### src/rtl/lvds_rx_decoder.sv
// lvds_rx_decoder: 7:1 serial LVDS receiver that aligns on the sync lane,
// decodes SOF/DATA/IDLE/BLANK sync codes and turns the stream into frame,
// line and pixel events.
//
// Optional build macro: LVDS_RX_PATCHK_EN adds a test-pattern checker
// (outputs pat_err and pat_err_cnt) that expects the Nth pixel of a line to
// carry the value N.
module lvds_rx_decoder #(
    parameter int LOCK_ERR_MAX = 3
) (
    input  logic        lvds_clk,
    input  logic        rst,
    input  logic        sync_in,
    input  logic [1:0]  data_in,
    output logic        locked,
    output logic        frame_start,
    output logic        frame_end,
    output logic        line_start,
    output logic        line_end,
    output logic [13:0] frame_num,
    output logic [13:0] line_num,
    output logic        pix_valid,
    output logic [13:0] pix_data,
    output logic [13:0] line_pix,
    output logic        code_err,
    output logic        seq_err
`ifdef LVDS_RX_PATCHK_EN
    ,
    output logic        pat_err,
    output logic [15:0] pat_err_cnt
`endif
);

    localparam logic [6:0] SYNC_SOF   = 7'b1110100;
    localparam logic [6:0] SYNC_DATA  = 7'b1100100;
    localparam logic [6:0] SYNC_IDLE  = 7'b1100000;
    localparam logic [6:0] SYNC_BLANK = 7'b0000000;

    typedef enum logic {
        LNK_SEARCH = 1'b0,
        LNK_LOCKED = 1'b1
    } link_t;

    typedef enum logic [1:0] {
        DEC_BLANK  = 2'd0,
        DEC_IDLE   = 2'd1,
        DEC_ACTIVE = 2'd2
    } dec_t;

    // Counter saturation helpers.
    function automatic logic [13:0] sat_inc14(input logic [13:0] v);
        return (v == 14'h3FFF) ? v : v + 14'd1;
    endfunction

    function automatic logic [15:0] sat_inc16(input logic [15:0] v);
        return (v == 16'hFFFF) ? v : v + 16'd1;
    endfunction

    // Input capture and deserialiser state.
    logic        sync_in_q;
    logic [1:0]  data_in_q;
    logic [6:0]  sync_sr_q;
    logic [6:0]  lane0_sr_q;
    logic [6:0]  lane1_sr_q;
    logic [13:0] word;

    // Link / decode control state.
    link_t       link_q, link_d;
    dec_t        dec_q, dec_d;
    logic [2:0]  phase_q, phase_d;
    logic [3:0]  err_cnt_q, err_cnt_d;
    logic [13:0] pix_cnt_q, pix_cnt_d;

    // Registered outputs.
    logic        frame_start_q, frame_start_d;
    logic        frame_end_q, frame_end_d;
    logic        line_start_q, line_start_d;
    logic        line_end_q, line_end_d;
    logic        pix_valid_q, pix_valid_d;
    logic        code_err_q, code_err_d;
    logic        seq_err_q, seq_err_d;
    logic [13:0] frame_num_q, frame_num_d;
    logic [13:0] line_num_q, line_num_d;
    logic [13:0] pix_data_q, pix_data_d;
    logic [13:0] line_pix_q, line_pix_d;
`ifdef LVDS_RX_PATCHK_EN
    logic        pat_err_q, pat_err_d;
    logic [15:0] pat_err_cnt_q, pat_err_cnt_d;
`endif

    logic        is_sof;

    assign word = {lane1_sr_q, lane0_sr_q};

    // Sync lane: input flop then shift register; reset so no stale SOF survives.
    always_ff @(posedge lvds_clk or posedge rst) begin
        if (rst) begin
            sync_in_q <= 1'b0;
            sync_sr_q <= '0;
        end else begin
            sync_in_q <= sync_in;
            sync_sr_q <= {sync_sr_q[5:0], sync_in_q};
        end
    end

    // Data lanes: input flop then shift registers; only read when a word is decoded.
    always_ff @(posedge lvds_clk) begin
        data_in_q  <= data_in;
        lane0_sr_q <= {lane0_sr_q[5:0], data_in_q[0]};
        lane1_sr_q <= {lane1_sr_q[5:0], data_in_q[1]};
    end

    // Next-state: word alignment, sync-code decode, event generation.
    always_comb begin
        link_d        = link_q;
        dec_d         = dec_q;
        phase_d       = phase_q;
        err_cnt_d     = err_cnt_q;
        pix_cnt_d     = pix_cnt_q;
        frame_num_d   = frame_num_q;
        line_num_d    = line_num_q;
        pix_data_d    = pix_data_q;
        line_pix_d    = line_pix_q;
        frame_start_d = 1'b0;
        frame_end_d   = 1'b0;
        line_start_d  = 1'b0;
        line_end_d    = 1'b0;
        pix_valid_d   = 1'b0;
        code_err_d    = 1'b0;
        seq_err_d     = 1'b0;
`ifdef LVDS_RX_PATCHK_EN
        pat_err_d     = 1'b0;
        pat_err_cnt_d = pat_err_cnt_q;
`endif
        is_sof        = 1'b0;

        if (link_q == LNK_SEARCH) begin
            // Sliding compare every cycle; a hit fixes the word boundary.
            phase_d = 3'd0;
            if (sync_sr_q == SYNC_SOF) begin
                link_d    = LNK_LOCKED;
                err_cnt_d = '0;
                is_sof    = 1'b1;
            end
        end else begin
            phase_d = (phase_q == 3'd6) ? 3'd0 : phase_q + 3'd1;
            if (phase_q == 3'd6) begin
                case (sync_sr_q)
                    SYNC_SOF: begin
                        err_cnt_d = '0;
                        is_sof    = 1'b1;
                    end
                    SYNC_DATA: begin
                        err_cnt_d = '0;
                        case (dec_q)
                            DEC_IDLE: begin
                                line_start_d = 1'b1;
                                line_num_d   = word;
                                pix_cnt_d    = '0;
                                dec_d        = DEC_ACTIVE;
                            end
                            DEC_ACTIVE: begin
                                pix_valid_d = 1'b1;
                                pix_data_d  = word;
                                pix_cnt_d   = sat_inc14(pix_cnt_q);
`ifdef LVDS_RX_PATCHK_EN
                                if ({1'b0, word} != ({1'b0, pix_cnt_q} + 15'd1)) begin
                                    pat_err_d     = 1'b1;
                                    pat_err_cnt_d = sat_inc16(pat_err_cnt_q);
                                end
`endif
                            end
                            default: seq_err_d = 1'b1;
                        endcase
                    end
                    SYNC_IDLE: begin
                        err_cnt_d = '0;
                        if (dec_q == DEC_ACTIVE) begin
                            line_end_d = 1'b1;
                            line_pix_d = pix_cnt_q;
                        end
                        dec_d = DEC_IDLE;
                    end
                    SYNC_BLANK: begin
                        err_cnt_d = '0;
                        if (dec_q == DEC_ACTIVE) begin
                            line_end_d  = 1'b1;
                            frame_end_d = 1'b1;
                            line_pix_d  = pix_cnt_q;
                        end
                        dec_d = DEC_BLANK;
                    end
                    default: begin
                        // Illegal code: decode state untouched unless lock is lost,
                        // in which case the open line is dropped silently.
                        code_err_d = 1'b1;
                        if (({1'b0, err_cnt_q} + 5'd1) >= 5'(LOCK_ERR_MAX)) begin
                            link_d    = LNK_SEARCH;
                            dec_d     = DEC_BLANK;
                            err_cnt_d = '0;
                            phase_d   = 3'd0;
                        end else begin
                            err_cnt_d = err_cnt_q + 4'd1;
                        end
                    end
                endcase
            end
        end

        if (is_sof) begin
            // SOF inside an open line closes it and flags the sequence break.
            if (dec_q == DEC_ACTIVE) begin
                line_end_d = 1'b1;
                seq_err_d  = 1'b1;
                line_pix_d = pix_cnt_q;
            end
            frame_start_d = 1'b1;
            line_start_d  = 1'b1;
            frame_num_d   = word;
            line_num_d    = '0;
            pix_cnt_d     = '0;
            dec_d         = DEC_ACTIVE;
        end
    end

    // State and output registers.
    always_ff @(posedge lvds_clk or posedge rst) begin
        if (rst) begin
            link_q        <= LNK_SEARCH;
            dec_q         <= DEC_BLANK;
            phase_q       <= '0;
            err_cnt_q     <= '0;
            pix_cnt_q     <= '0;
            frame_start_q <= 1'b0;
            frame_end_q   <= 1'b0;
            line_start_q  <= 1'b0;
            line_end_q    <= 1'b0;
            pix_valid_q   <= 1'b0;
            code_err_q    <= 1'b0;
            seq_err_q     <= 1'b0;
            frame_num_q   <= '0;
            line_num_q    <= '0;
            pix_data_q    <= '0;
            line_pix_q    <= '0;
`ifdef LVDS_RX_PATCHK_EN
            pat_err_q     <= 1'b0;
            pat_err_cnt_q <= '0;
`endif
        end else begin
            link_q        <= link_d;
            dec_q         <= dec_d;
            phase_q       <= phase_d;
            err_cnt_q     <= err_cnt_d;
            pix_cnt_q     <= pix_cnt_d;
            frame_start_q <= frame_start_d;
            frame_end_q   <= frame_end_d;
            line_start_q  <= line_start_d;
            line_end_q    <= line_end_d;
            pix_valid_q   <= pix_valid_d;
            code_err_q    <= code_err_d;
            seq_err_q     <= seq_err_d;
            frame_num_q   <= frame_num_d;
            line_num_q    <= line_num_d;
            pix_data_q    <= pix_data_d;
            line_pix_q    <= line_pix_d;
`ifdef LVDS_RX_PATCHK_EN
            pat_err_q     <= pat_err_d;
            pat_err_cnt_q <= pat_err_cnt_d;
`endif
        end
    end

    assign locked      = (link_q == LNK_LOCKED);
    assign frame_start = frame_start_q;
    assign frame_end   = frame_end_q;
    assign line_start  = line_start_q;
    assign line_end    = line_end_q;
    assign frame_num   = frame_num_q;
    assign line_num    = line_num_q;
    assign pix_valid   = pix_valid_q;
    assign pix_data    = pix_data_q;
    assign line_pix    = line_pix_q;
    assign code_err    = code_err_q;
    assign seq_err     = seq_err_q;
`ifdef LVDS_RX_PATCHK_EN
    assign pat_err     = pat_err_q;
    assign pat_err_cnt = pat_err_cnt_q;
`endif

endmodule

### config.mk
export PLATFORM = sky130hd
export DESIGN_NAME = lvds_rx_decoder
export DESIGN_NICKNAME = d
export VERILOG_FILES = /design/src/rtl/lvds_rx_decoder.sv
export SDC_FILE = /design/constraint.sdc
export NUM_CORES = 1
export LEC_CHECK = 0
export ABC_AREA = 0
export BUFFER_PORTS_ARGS = -buffer_cell sky130_fd_sc_hd__buf_2
export CAP_MARGIN = 30
export CORE_MARGIN = 5
export CORE_UTILIZATION = 55
export CTS_BUF_LIST = sky130_fd_sc_hd__clkbuf_16
export DETAILED_ROUTE_END_ITERATION = 8
export GPL_ROUTABILITY_DRIVEN = 0
export HOLD_SLACK_MARGIN = 0.1
export PLACE_DENSITY = 0.79
export SKIP_LAST_GASP = 1
export SLEW_MARGIN = 20
export SYNTH_ARGS = -nofsm -noshare
export SYNTH_HDL_FRONTEND = slang
export SYNTH_SLANG_ARGS = --single-unit
export TNS_END_PERCENT = 1
### constraint.sdc
create_clock -name lvds_clk -period 3.7 [get_ports lvds_clk]
set_input_delay 0.555 -clock lvds_clk [delete_from_list [all_inputs] [get_ports lvds_clk]]
set_output_delay 0.555 -clock lvds_clk [all_outputs]
set_load 0.1 [all_outputs]
[Word-level counts from Yosys, hierarchy flattened]
Index checks and enable logic that the tools add are counted.
Storage, ports and cells
  flip-flop bits (word level): 111
  input bits: 5
  output and inout bits: 64
Cells by class
  add/sub/neg operators: 4
  $lt $le $gt $ge: 1
  equality and inequality tests: 11
  multiplexer cells: 67
  reductions and logical operators: 16
Operators with widths (count)
  14-bit 2-to-1 mux: 16
  1-bit 2-to-1 mux: 34
  14-bit one-hot mux with 2 select lines: 1
  7-bit == test, second input constant: 3
  4-bit 2-to-1 mux: 5
  3-bit 2-to-1 mux: 5
  14-bit by 1-bit adder with 14-bit output, second input constant: 1
  14-bit == test, second input constant: 1
  2-bit 2-to-1 mux: 5
  5-bit AND reduction: 2
  2-bit nonzero test: 5
  2-bit one-hot mux with 4 select lines: 1
  4-bit AND reduction: 2
  7-bit zero test: 1
  4-bit by 1-bit adder with 5-bit output, second input constant: 1
  5-bit by 2-bit greater-or-equal comparator with 1-bit output, second input constant: 1
  5-bit nonzero test: 1
  4-bit by 1-bit adder with 4-bit output, second input constant: 1
  2-bit OR reduction: 2
  4-bit OR reduction: 1
  3-bit by 1-bit adder with 3-bit output, second input constant: 1
  3-bit == test, second input constant: 1
  3-bit by 2-bit inequality test with 1-bit output, second input constant: 1
  3-bit inequality test, second input constant: 1
  6 further kinds: 6

[Depth between registers and ports, before layout]
Gate-level depths: netlist of run 1.
  word-level depth: 8
  depth in mapped cells: 9

[Worst setup path after synthesis of run 1]
No wires, ideal clock.
  path kind: flip-flop to flip-flop
  from: register link_q (netlist: locked)
  to: register pix_cnt_q[11]
  library setup time: 0.069 ns
  arrival time: 2.631 ns
  path slack: 1.000 ns
  stages on the path, launching flop included: 8
  buffers on the path: 2
  clock period less this slack: 2.700 ns
  cells stage by stage: dfrtp_1 > clkbuf_1 > and4b_1 > nand2_1 > or3_1 > buf_2 > or4_1 > nand3_1
Between the ends
  longest elaborated chain between the ends: 3
  elaborated cells on any way between the ends: 8
  those cells by class: eq/ne (1); mux (2); reduce/logical (5)
RTL lines
  start, declared: line 68  | link_t link_q, link_d;
  start signal, assigned: line 250  | link_q <= link_d;
  1-bit 2-to-1 mux: line 137  | if (link_q == LNK_SEARCH) begin
  3-bit inequality test (no source line) (tied with other cells)
  5-bit AND reduction (no source line)
  end signal, assigned: line 254  | pix_cnt_q <= pix_cnt_d;
  end, declared: line 72  | logic [13:0] pix_cnt_q, pix_cnt_d;
Several ways; a longest one is shown, not always the timed one.
A chain may end at the register's enable or synchronous reset.

[Worst setup path in the final report of run 1]
  from: register sync_sr_q[1]
  to: register line_num_q[8] (netlist: line_num[8])
Between the ends
  longest elaborated chain between the ends: 6
  elaborated cells on any way between the ends: 11
  those cells by class: eq/ne (2); mux (4); reduce/logical (5)
RTL lines
  start, declared: line 62  | logic [6:0] sync_sr_q;
  start signal, assigned: line 102  | sync_sr_q <= {sync_sr_q[5:0], sync_in_q};
  7-bit == test: line 140, 148
  1-bit 2-to-1 mux: line 140, 148
  1-bit 2-to-1 mux: line 147  | if (phase_q == 3'd6) begin
  1-bit 2-to-1 mux: line 137
  2-bit nonzero test (no source line)
  4-bit AND reduction (no source line)
  end signal, assigned: line 263  | line_num_q <= line_num_d;
  end, declared: line 83  | logic [13:0] line_num_q, line_num_d;
Several ways; a longest one is shown, not always the timed one.

==> results.env, run 1 <==
RUN_STATUS='finished, final reports clean'
CLOCKBUFFERDEPTH=2
SYNTH_CELL_TYPE_COUNT=52
P_CLK_SHARE_PCT=35.5
DESIGN.PORTCOUNT=69
DIE-HEIGHT_UM=98.5
MAX_SLEW.WORST_PIN.SLEW_NS=0.798
BUFFER_PORTS.INSERTED=68
INITIALDRTVIOLATIONCOUNT=177
SEQUENTIAL_STANDARD_CELL_AREA_MM2=0.00270
CTS_TREE='built'
NUMBER_OF_GLOBAL_ROUTE_VIAS_BEFORE_REPAIR=3035
FINAL-INSTANCE-COUNT-EXCL-FILL=507
POSTCTSSETUPBUFFERS=0
GRT_USE_TOTAL_PCT=19.6
GLOBALROUTE.TOTALOVERFLOW=0
ROWS=32
FILLCELLCOUNT=592
LAYOUT.NETS=410
YOSYSSEQAREASHARE_PCT=62.6
CLOCKROOTBUFFER='sky130_fd_sc_hd__clkbuf_16'
RSZ0062_AT_GRT='false'
TIMING.CRITICAL_PATH.SLOWEST_CELL_DELAY_NS=0.68
TIMING.CRITICAL_PATH.ARRIVAL_NS=3.16
CP_SLOWEST_CELL='sky130_fd_sc_hd__or3_1'
CELL_INTERNAL_PWR_uW=1830
FIN_TNS_SETUP_NS=0
DETAIL_ROUTE.VIAS_PER_CELL=5.77
SETUP.WORST_PATH.CLASS='flip-flop to flip-flop'
VIA_COUNT=2925
SEQ_POWER_SHARE_PCT=48.2
DIE_AREA_MM2=0.00971
NUMBER_OF_PLACED_INSTANCES_WITH_TAPS_INCLUDED=491
GRT_START_MAX_NET_PINS=45
CRITICAL_PATH.N_BUFFERS_INVERTERS=0
POST_SYNTH.CELL_AREA_AVG_UM2=12.9
AREA_DELTA_SYNTH_FINAL_PCT=16.7
CTS_NUM_SINKS=111
CRITICAL_PATH_REQUIRED_NS=3.98
SWITCHINGPOWER_uW=896
WORST_SETUP_HOLD_PATH_CLK_SLEW_NS=0.08
INSERTION_DELAY_NS=0.35
DP_HPWL_MM=6.03
MIN_PATH_TYPE='input pin to flip-flop'
SYNTH_EDF_COUNT=0
ANTENNA_VIOLATING_NETS_POST_ROUTE=0
REPORT.FINAL.HOLD_VIOL_COUNT=0
SYNTH_AREA_MM2=0.00431
POWER_DENSITY_mW_PER_MM2=542
LAYOUT_SETUP_WS_NS=0.824
DIODES=0
LEAKAGE_uW=0.00251
FINAL.PERIOD_UTILIZATION_PCT=77.7
POST_DP_CELL_AREA_MM2=0.00472
CTS_HTREE_LEVELS=3
INITIAL_UTILIZATION_PCT=56.1
CRITPATHMAXFANOUT=17
CRITPATHTOPFAMILY='simple AND/OR/NAND/NOR gates'
CRIT_TOP_CELL='sky130_fd_sc_hd__or3_1'
DETAIL_ROUTED_NET_LENGTH_PER_STANDARD_CELL_UM=17.5
YS_FF_LATCH=111
SLEW-LIMIT-HEADROOM_PCT=46.8
ASYNC_RESET_FF_SHARE_PCT=85.6
ROUTED_WL_MM=8.86
SYNTH-MAIN-FF-CELL='sky130_fd_sc_hd__dfrtp_1'
QUANTITY_OF_HOLD_FIXING_BUFFERS_ADDED_AFTER_CTS=0
IRDROPWORSTVDD_uV=399
SYNTHCELLS=333
COUNT_OF_SYNTHESIS_STAGE_WARNINGS_FROM_YOSYS=0
ANTENNA_FOUND_INITIAL=0
POWER.SHARE.SWITCHING_PCT=32.9
FINAL-MAX-SLEW-VIOLATION-COUNT=0
CTSRESIZECOUNT=0
COMBINATIONAL_POWER_SHARE_PCT=16.3
STARTPOINT_CLASS='flip-flop'
DIE_WIDTH_UM=98.5
CORE_REGION_AREA_MM2=0.00769
CRIT_PATH_END_KIND='flip-flop'
DRC=0
DETAILEDPLACE.WORSTSLACK_NS=0.824
FINAL_LAYOUT_SIZE_SUFFIX_GT1_SHARE_PCT=34.1
SKEW_NS=0.0135
MAX_FREQ_GHz=0.348
FIRSTDRTPASSITERS=4
POSTSYNTHNETCOUNT=343
TIMING.MAX_CAP.VIOLATIONS=0
SETUP_VIOLATIONS=0
NUMCTSBUFFERS=9
FINAL.MIN_CLOCK_PERIOD_NS=2.88
MULTI_INPUT_AREA_MM2=0.00150
POST_ROUTE_CELL_AREA_MM2=0.00503
CP_CELL_SEQUENCE='or3_1 > or2_1 > or3_1 > nor2_2 > a22o_1'
GRT_PASS1_WL_MM=15.3
## cells by family after synthesis
family / after synthesis / share of synthesized area, %
DFF: 111 / 62.6
buffers and inverters: 23 / 2.58
adders and majority gates: 5 / 1.45
muxes: 44 / 11.4
and+or+nand+nor: 87 / 10.8
AOI/OAI and AO/OA: 61 / 10.7
xor gates and xnor gates: 2 / 0.406
## flip-flops by register name (all words and copies together) (netlist names), 2 cells and up
signal      count
frame_num      14
lane0_sr_q      7
lane1_sr_q      7
err_cnt_q       4
phase_q         3
pix_cnt_q      14
pix_data       14
line_num       14
sync_sr_q       7
line_pix       14
data_in_q       2
dec_q           2
## power groups by stage
stage | registers, µW | logic (µW) | clock network, µW
6_report | 1310 | 444 | 968
5_1_grt | 1320 | 467 | 1030
4_1_cts | 1310 | 448 | 977
3_5_place_dp | 1340 | 447 | 0
3_3_place_gp | 1330 | 441 | 0
2_1_floorplan | 1590 | 109 | 0
## cell usage in the layout, fill, tap and decap left out, drive strengths merged, types with 2 or more instances in the layout
master and n:
and2 3, nor2b 3, and3 2, mux2i 2, or3 6, a31oi 15, ha 5, a41oi 2
nand4 3, dfxtp 16, a22o 15, nand3 9, nand3b 3, nor2 12, nand2b 2, o211ai 2
a21oi 9, clkbuf 9, clkinv 4, nand2 25, o21ai 6, o21ba 2, nor4 3, or4 2
mux2 42, buf 72, nor3 7, dfrtp 95, inv 10, and4 4
## area by class of cell
type                            instances  share of cell area (%)
Timing Repair Buffer                   72                    7.36
Multi-Input combinational cell        199                    29.8
Sequential cell                       111                    53.6
Tap cell                              102                    2.54
Inverter                                7                   0.547
Clock buffer                            9                    4.48
Clock inverter                          7                    1.62
## Yosys cell counts (all sizes together), types with 3 or more instances
cell type | instances | area [µm²]
a21oi | 9 | 48.8
a22o | 15 | 131
a31oi | 15 | 93.8
and2 | 3 | 18.8
and4 | 4 | 35.0
buf | 9 | 58.8
clkbuf | 7 | 26.3
dfrtp | 95 | 2380
dfxtp | 16 | 320
ha | 5 | 62.6
inv | 7 | 26.3
mux2 | 42 | 473
nand2 | 25 | 93.8
nand3 | 9 | 45.0
nand3b | 3 | 22.5
nand4 | 3 | 18.8
nor2 | 12 | 47.6
nor2b | 3 | 18.8
nor3 | 7 | 40.0
nor4 | 3 | 25.0
o21ai | 6 | 30.0
or3 | 6 | 37.5
## path summary, 6_finish.rpt
check | startpoint | to | slack (ns) | depth (start not counted)
min reg2reg | data_in_q[0] | lane0_sr_q[0] | 0.34 | 0
max | sync_sr_q[1] | line_num[8] | 0.82 | 5
min | data_in[0] | data_in_q[0] | 0.30 | 1
max reg2reg | sync_sr_q[1] | line_num[8] | 0.82 | 5
max in group asynchronous | rst | pix_valid | 2.56 | 3
min in group asynchronous | rst | line_start | 0.31 | 2
## metrics by stage
| stage | hold slack (ns) | total power, µW | util, % |
|---|---|---|---|
| after global routing | 0.291 | 2820 | 65.4 |
| after CTS | 0.293 | 2740 | 65.4 |
| after detailed placement | 0.329 | 1780 | 61.5 |
| after floorplan | 0.310 | 1700 | - |
| final | 0.299 | 2730 | 65.4 |
| after global placement | 0.312 | 1770 | 61.5 |
## per-layer routing
metal,routed length (µm),share of wire (%),track usage (%)
met1,3820,43,26.0
met3,700,7.9,6.02
met4,124,1.4,8.30
met5,0,0,0
met2,4220,48,30.1
## worst register-to-register path, cell delays in order (launching register included)
cell and delay, ns:
sky130_fd_sc_hd__dfrtp_1 0.39, sky130_fd_sc_hd__or3_1 0.50, sky130_fd_sc_hd__or2_1 0.37, sky130_fd_sc_hd__or3_1 0.68
sky130_fd_sc_hd__nor2_2 0.63, sky130_fd_sc_hd__a22o_1 0.24
Note: power is estimated with default switching activity, not from simulation.
==> run 2, diff against run 1 <==
--- a/config.mk
+++ b/config.mk
@@ -9,12 +9,12 @@
 export BUFFER_PORTS_ARGS = -buffer_cell sky130_fd_sc_hd__buf_2
 export CAP_MARGIN = 30
 export CORE_MARGIN = 5
-export CORE_UTILIZATION = 55
+export CORE_UTILIZATION = 50
 export CTS_BUF_LIST = sky130_fd_sc_hd__clkbuf_16
 export DETAILED_ROUTE_END_ITERATION = 8
 export GPL_ROUTABILITY_DRIVEN = 0
 export HOLD_SLACK_MARGIN = 0.1
-export PLACE_DENSITY = 0.79
+export PLACE_DENSITY = 0.76
 export SKIP_LAST_GASP = 1
 export SLEW_MARGIN = 20
 export SYNTH_ARGS = -nofsm -noshare
==> constraint.sdc (replaced) <==
create_clock -name lvds_clk -period 2.45 [get_ports lvds_clk]
set_input_delay 0.3675 -clock lvds_clk [delete_from_list [all_inputs] [get_ports lvds_clk]]
set_output_delay 0.3675 -clock lvds_clk [all_outputs]
set_load 0.1 [all_outputs]
==> run 2 against run 1 <==
Net effect: die area grew 9.0%; via count shrank 0.27%; count of clock-buffer cells in the layout is the same; non-clock buffer count grew 7; power grew 49%; clock skew shrank 0.0081 ns; first-iteration DRC count shrank 59%; sequential share of layout area shrank 0.57 points; maximum frequency grew 31%; sequential power grew 51%; cell area grew 1.1%.
==> results.env, run 2 (synthesis results as in run 1) <==
FINAL-MAX-SLEW-VIOLATION-COUNT=0  # unchanged
ROWS=33  # +3.1%
NUMBER_OF_GLOBAL_ROUTE_VIAS_BEFORE_REPAIR=2961  # -2.4%
QUANTITY_OF_HOLD_FIXING_BUFFERS_ADDED_AFTER_CTS=0  # unchanged
INITIAL_UTILIZATION_PCT=51.9  # -4.1 points
WORST_SETUP_HOLD_PATH_CLK_SLEW_NS=0.07  # about the same
INSERTION_DELAY_NS=0.34  # about the same
RSZ0062_AT_GRT='false'
INITIALDRTVIOLATIONCOUNT=72  # -59%
CRIT_PATH_END_KIND='flip-flop'
TIMING.CRITICAL_PATH.ARRIVAL_NS=2.47  # -0.69 ns
DETAIL_ROUTE.VIAS_PER_CELL=5.64  # -2.2%
TIMING.MAX_CAP.VIOLATIONS=0  # unchanged
CTSRESIZECOUNT=0  # unchanged
FINAL_LAYOUT_SIZE_SUFFIX_GT1_SHARE_PCT=35.0  # +0.88 points
NUMCTSBUFFERS=9  # unchanged
CLOCKROOTBUFFER='sky130_fd_sc_hd__clkbuf_16'
POSTLAYOUTCOREUTIL_PCT=61.3  # -4.2 points
POSTCTSSETUPBUFFERS=0  # unchanged
RUN_STATUS='finished, final reports clean'
LAYOUT.CELLS.MOST_COMMON_LIST='sky130_fd_sc_hd__dfrtp_1 (95), sky130_fd_sc_hd__buf_2 (68), sky130_fd_sc_hd__mux2_2 (41)'
GRT_PASS1_WL_MM=14.5  # -4.9%
CTS_NUM_SINKS=111  # unchanged
SKEW_NS=0.00539  # -0.00814 ns
IRDROPWORSTVDD_uV=522  # +31%
ROUTED_WL_MM=8.66  # -2.2%
LEAKAGE_uW=0.00254  # +1.3%
MAX_FREQ_GHz=0.456  # +31%
DP_HPWL_MM=6.03  # about the same
VIA_COUNT=2917  # -0.27%
LAYOUT.NETS=417  # +1.7%
FINAL.MIN_CLOCK_PERIOD_NS=2.19  # -0.684 ns
SEQUENTIAL_STANDARD_CELL_AREA_MM2=0.00270  # unchanged
DESIGN.PORTCOUNT=69  # unchanged
AREA_DELTA_SYNTH_FINAL_PCT=18.0
MAX_SLEW.WORST_PIN.SLEW_NS=0.664  # -0.135 ns
STARTPOINT_CLASS='flip-flop'
MIN_PATH_TYPE='input pin to flip-flop'
GLOBALROUTE.TOTALOVERFLOW=0  # unchanged
SETUP.WORST_PATH.CLASS='flip-flop to flip-flop'
CORE_REGION_AREA_MM2=0.00830  # +8.0%
FINAL.PERIOD_UTILIZATION_PCT=89.5  # +12 points
TOTAL_POWER_uW=4050  # +49%
CLOCKBUFFERDEPTH=2  # unchanged
CTS_HTREE_LEVELS=3  # unchanged
MOSTFREQUENTLAYOUTCELL='sky130_fd_sc_hd__dfrtp_1'
HOLD_WS_NS=0.126  # -0.173 ns
CRITPATHMAXFANOUT=14  # -3
DRC=0  # unchanged
CTS_TREE='built'
SETUP_VIOLATIONS=0  # unchanged
BUFFER_PORTS.INSERTED=68  # unchanged
POWER_DENSITY_mW_PER_MM2=797  # +47%
POST_ROUTE_CELL_AREA_MM2=0.00508  # +1.1%
DIE_AREA_MM2=0.0106  # +9.0%
REPORT.FINAL.HOLD_VIOL_COUNT=0  # unchanged
ANTENNA_VIOLATING_NETS_POST_ROUTE=0  # unchanged
FIRSTDRTPASSITERS=6  # +2
ANTENNA_FOUND_INITIAL=0  # unchanged
DIE-HEIGHT_UM=103  # +4.4%
CRITICAL_PATH_REQUIRED_NS=2.72  # -1.26 ns
DIE_WIDTH_UM=103  # +4.4%
DIODES=0  # unchanged
MULTI_INPUT_AREA_MM2=0.00150  # unchanged
POST_DP_CELL_AREA_MM2=0.00480  # +1.5%
GRT_START_MAX_NET_PINS=96  # +110%
FILLCELLCOUNT=674  # +14%
SLEW-LIMIT-HEADROOM_PCT=55.7  # +8.9 points
DETAIL_ROUTED_NET_LENGTH_PER_STANDARD_CELL_UM=16.8  # -4.1%
GRT_USE_TOTAL_PCT=17.6  # -2.0 points
## run 2: worst max-delay path, stage by stage (launching register included)
cell	delay (ns)
sky130_fd_sc_hd__dfrtp_1	0.39
sky130_fd_sc_hd__or3_1	0.38
sky130_fd_sc_hd__or2_1	0.26
sky130_fd_sc_hd__or3_1	0.40
sky130_fd_sc_hd__nor2_2	0.46
sky130_fd_sc_hd__a22o_1	0.23
## run 2: final cells by class
cell class | instances | area share [%]
repair buffers | 79 | 8.56
multi-input cells | 199 | 29.5
flip-flops and latches | 111 | 53.1
well taps | 105 | 2.58
clock inverters | 7 | 1.25
clock buffers | 9 | 4.43
inverters | 7 | 0.591
## run 2: through the flow
step,setup WS (ns),TNS [ns],cells
after CTS,0.254,0,517
after floorplan,-0.250,-2.77,333
after global routing,0.124,0,517
after detailed placement,0.271,0,501
final,0.258,0,517
after global placement,0.313,0,501
## run 2: final timing paths
| kind | start | to | slack, ns | cells after the start |
|---|---|---|---|---|
| max reg2reg | sync_sr_q[1] | line_num[13] | 0.26 | 5 |
| max | sync_sr_q[1] | line_num[13] | 0.26 | 5 |
| min | data_in[0] | data_in_q[0] | 0.13 | 1 |
| min reg2reg | data_in_q[0] | lane0_sr_q[0] | 0.33 | 0 |
| min in group asynchronous | rst | pix_data[9] | 0.15 | 3 |
| max in group asynchronous | rst | line_pix[8] | 1.93 | 3 |
## run 2: metal layers
layer	vias to the layer above	part of all wire (%)	track usage, %
met1	1440	43	23.2
met5	-	0	0
met2	100	49	28.2
met3	6	7.2	5.28
li1	1371	-	-
met4	0	0.59	5.38
## run 2: report_power, final
group	total, µW	internal [µW]	switching (µW)	leakage [µW]
Sequential	1980	1910	64.5	0.00142
Clock	1400	716	683	0.000147
Combinational	679	126	553	0.000969
==> run 3, diff against run 2 <==
--- a/config.mk
+++ b/config.mk
@@ -15,6 +15,7 @@
 export GPL_ROUTABILITY_DRIVEN = 0
 export HOLD_SLACK_MARGIN = 0.1
 export PLACE_DENSITY = 0.76
+export SETUP_SLACK_MARGIN = 0.4
 export SKIP_LAST_GASP = 1
 export SLEW_MARGIN = 20
 export SYNTH_ARGS = -nofsm -noshare
==> run 3 against run 2 <==
Net effect: global-route usage is 0.74 points higher; clock power hardly changed; non-clock buffer count grew 7; combinational power rose by 2%; register-to-register slack improved by 0.12 ns; routed wire length is 7.4% higher; critical path type unchanged; critical endpoint is now line_pix[12]; largest cell class unchanged.
==> results.env, run 3 (synthesis results as in run 1) <==
RUN_STATUS='finished, final reports clean'
POWER_DENSITY_mW_PER_MM2=775  # -2.8%
CRIT_PATH_END_KIND='flip-flop'
FINAL.MIN_CLOCK_PERIOD_NS=2.08  # -0.115 ns
SETUP_VIOLATIONS=0  # unchanged
GRT_USE_TOTAL_PCT=18.3  # +0.74 points
STARTPOINT_CLASS='flip-flop'
LAYOUT.NETS=424  # +1.7%
CRITICAL_PATH_REQUIRED_NS=2.68  # -0.04 ns
CTS_HTREE_LEVELS=3  # unchanged
DIE_WIDTH_UM=103  # unchanged
NUMCTSBUFFERS=9  # unchanged
REG2REGPATHDEPTH=7  # +2
RSZ0062_AT_GRT='true'
BUFFER_PORTS.INSERTED=68  # unchanged
CTS_TREE='built'
CORE_REGION_AREA_MM2=0.00830  # unchanged
NUMBER_OF_GLOBAL_ROUTE_VIAS_BEFORE_REPAIR=3079  # +4.0%
INITIALDRTVIOLATIONCOUNT=139  # +93%
CRIT_TOP_CELL='sky130_fd_sc_hd__buf_6'
FINAL.PERIOD_UTILIZATION_PCT=84.8  # -4.7 points
ROWS=33  # unchanged
DETAIL_ROUTED_NET_LENGTH_PER_STANDARD_CELL_UM=17.8  # +6.0%
VIA_COUNT=2960  # +1.5%
DIODES=0  # unchanged
HOLD_WS_NS=0.120  # -0.00542 ns
ANTENNA_FOUND_INITIAL=0  # unchanged
GRT_PASS1_WL_MM=15.2  # +4.5%
INITIAL_UTILIZATION_PCT=51.9  # unchanged
WORST_SETUP_HOLD_PATH_CLK_SLEW_NS=0.07  # about the same
CP_SLOWEST_CELL='sky130_fd_sc_hd__dfrtp_1'
INSERTION_DELAY_NS=0.34  # about the same
LEAKAGE_uW=0.00261  # +2.8%
CTS_NUM_SINKS=111  # unchanged
LAYOUT.CELLS.MOST_COMMON_LIST='sky130_fd_sc_hd__dfrtp_1 (95), sky130_fd_sc_hd__buf_2 (68), sky130_fd_sc_hd__mux2_2 (30)'
POSTLAYOUTCOREUTIL_PCT=63.4  # +2.2 points
DP_HPWL_MM=6.03  # unchanged
CRITPATHTOPFAMILY='simple AND/OR/NAND/NOR gates'
DESIGN.PORTCOUNT=69  # unchanged
DIE-HEIGHT_UM=103  # unchanged
CRITICAL_PATH.N_BUFFERS_INVERTERS=2  # +2
CRITPATHMAXFANOUT=7  # -7
FIN_TNS_SETUP_NS=0  # unchanged
CLOCKBUFFERDEPTH=2  # unchanged
MAX_SLEW.WORST_PIN.SLEW_NS=0.497  # -0.167 ns
REPORT.FINAL.HOLD_VIOL_COUNT=0  # unchanged
AREA_DELTA_SYNTH_FINAL_PCT=22.1
TIMING.CRITICAL_PATH.SLOWEST_CELL_DELAY_NS=0.39  # -0.07 ns
MOSTFREQUENTLAYOUTCELL='sky130_fd_sc_hd__dfrtp_1'
DRC=0  # unchanged
CLOCKROOTBUFFER='sky130_fd_sc_hd__clkbuf_16'
MIN_PATH_TYPE='input pin to flip-flop'
HOLD_PATH_DEPTH=1  # unchanged
SLEW-LIMIT-HEADROOM_PCT=66.5  # +11 points
TOTAL_POWER_uW=4080  # +0.69%
CP_NUM_CELLS=7  # +2
FINAL-MAX-SLEW-VIOLATION-COUNT=0  # unchanged
ROUTED_WL_MM=9.31  # +7.4%
FIRSTDRTPASSITERS=4  # -2
TIMING.CRITICAL_PATH.ARRIVAL_NS=2.31  # -0.16 ns
TIMING.MAX_CAP.VIOLATIONS=0  # unchanged
CP_CELL_SEQUENCE='or3_4 > buf_6 > nor4_4 > nand2_2 > a21oi_4 > buf_6 > mux2_2'
FINAL_LAYOUT_SIZE_SUFFIX_GT1_SHARE_PCT=37.9  # +3.0 points
DETAIL_ROUTE.VIAS_PER_CELL=5.65  # +0.12%
ANTENNA_VIOLATING_NETS_POST_ROUTE=0  # unchanged
DIE_AREA_MM2=0.0106  # unchanged
SKEW_NS=0.00396  # -0.00143 ns
MAX_FREQ_GHz=0.482  # +5.6%
GRT_START_MAX_NET_PINS=96  # unchanged
IRDROPWORSTVDD_uV=522  # about the same
GLOBALROUTE.TOTALOVERFLOW=0  # unchanged
FILLCELLCOUNT=649  # -3.7%
SETUP.WORST_PATH.CLASS='flip-flop to flip-flop'
==> run 3: cell types whose count changed in the layout (fill, tap and decap cells not counted), moves of 3 or more <==
cell / previous run / this run
sky130_fd_sc_hd__mux2_2: 41 / 30
sky130_fd_sc_hd__mux2_4: 0 / 11
sky130_fd_sc_hd__buf_6: 0 / 5
sky130_fd_sc_hd__or3_1: 6 / 3
sky130_fd_sc_hd__or3_4: 0 / 3
==> run 3: final cells by class <==
class / instances / area, µm² / share of cell area [%]
Clock buffer: 9 / 225 / 4.28
Tap cell: 105 / 131 / 2.50
Timing Repair Buffer: 86 / 514 / 9.77
Inverter: 7 / 30.0 / 0.570
Multi-Input combinational cell: 199 / 1600 / 30.4
Sequential cell: 111 / 2700 / 51.2
Clock inverter: 7 / 63.8 / 1.21
==> run 3: final timing paths <==
check / endpoint / from / slack (ns)
setup / recovery: line_pix[12] / sync_sr_q[1] / 0.37
hold / removal: data_in_q[0] / data_in[0] / 0.12
setup reg to reg: line_pix[12] / sync_sr_q[1] / 0.37
hold reg to reg: lane0_sr_q[0] / data_in_q[0] / 0.33
max in group asynchronous: line_pix[8] / rst / 1.94
min in group asynchronous: pix_data[9] / rst / 0.15
==> run 3: power breakdown <==
| group | switching, µW | leakage [µW] | internal, µW |
|---|---|---|---|
| clock | 694 | 0.000147 | 716 |
| combinational | 562 | 0.00104 | 132 |
| sequential | 65.8 | 0.00142 | 1910 |
==> run 3: layer usage <==
metal,vias to the layer above,global-route usage [%],share of wire (%)
met5,-,0,0
met4,0,6.18,1.4
met3,16,5.07,6.2
met2,89,29.6,49
met1,1475,24.0,44
li1,1380,-,-
==> run 3: repair_timing <==
action | in CTS | in global routing
pin swaps | 2 | 5
setup buffers | 2 | 3
gates cloned | 1 | 1
hold buffers | 0 | 0
resized for setup | 15 | 19
hold endpoints to repair | 0 | 0
setup endpoints to repair | 63 | 67
==> run 3: through the flow <==
step	cells	area, µm²	worst slack, ns
after floorplan	333	4310	-0.250
after global placement	501	4800	0.313
after detailed placement	501	4800	0.271
after CTS	520	5170	0.354
after global routing	524	5270	0.298
final	524	5270	0.374
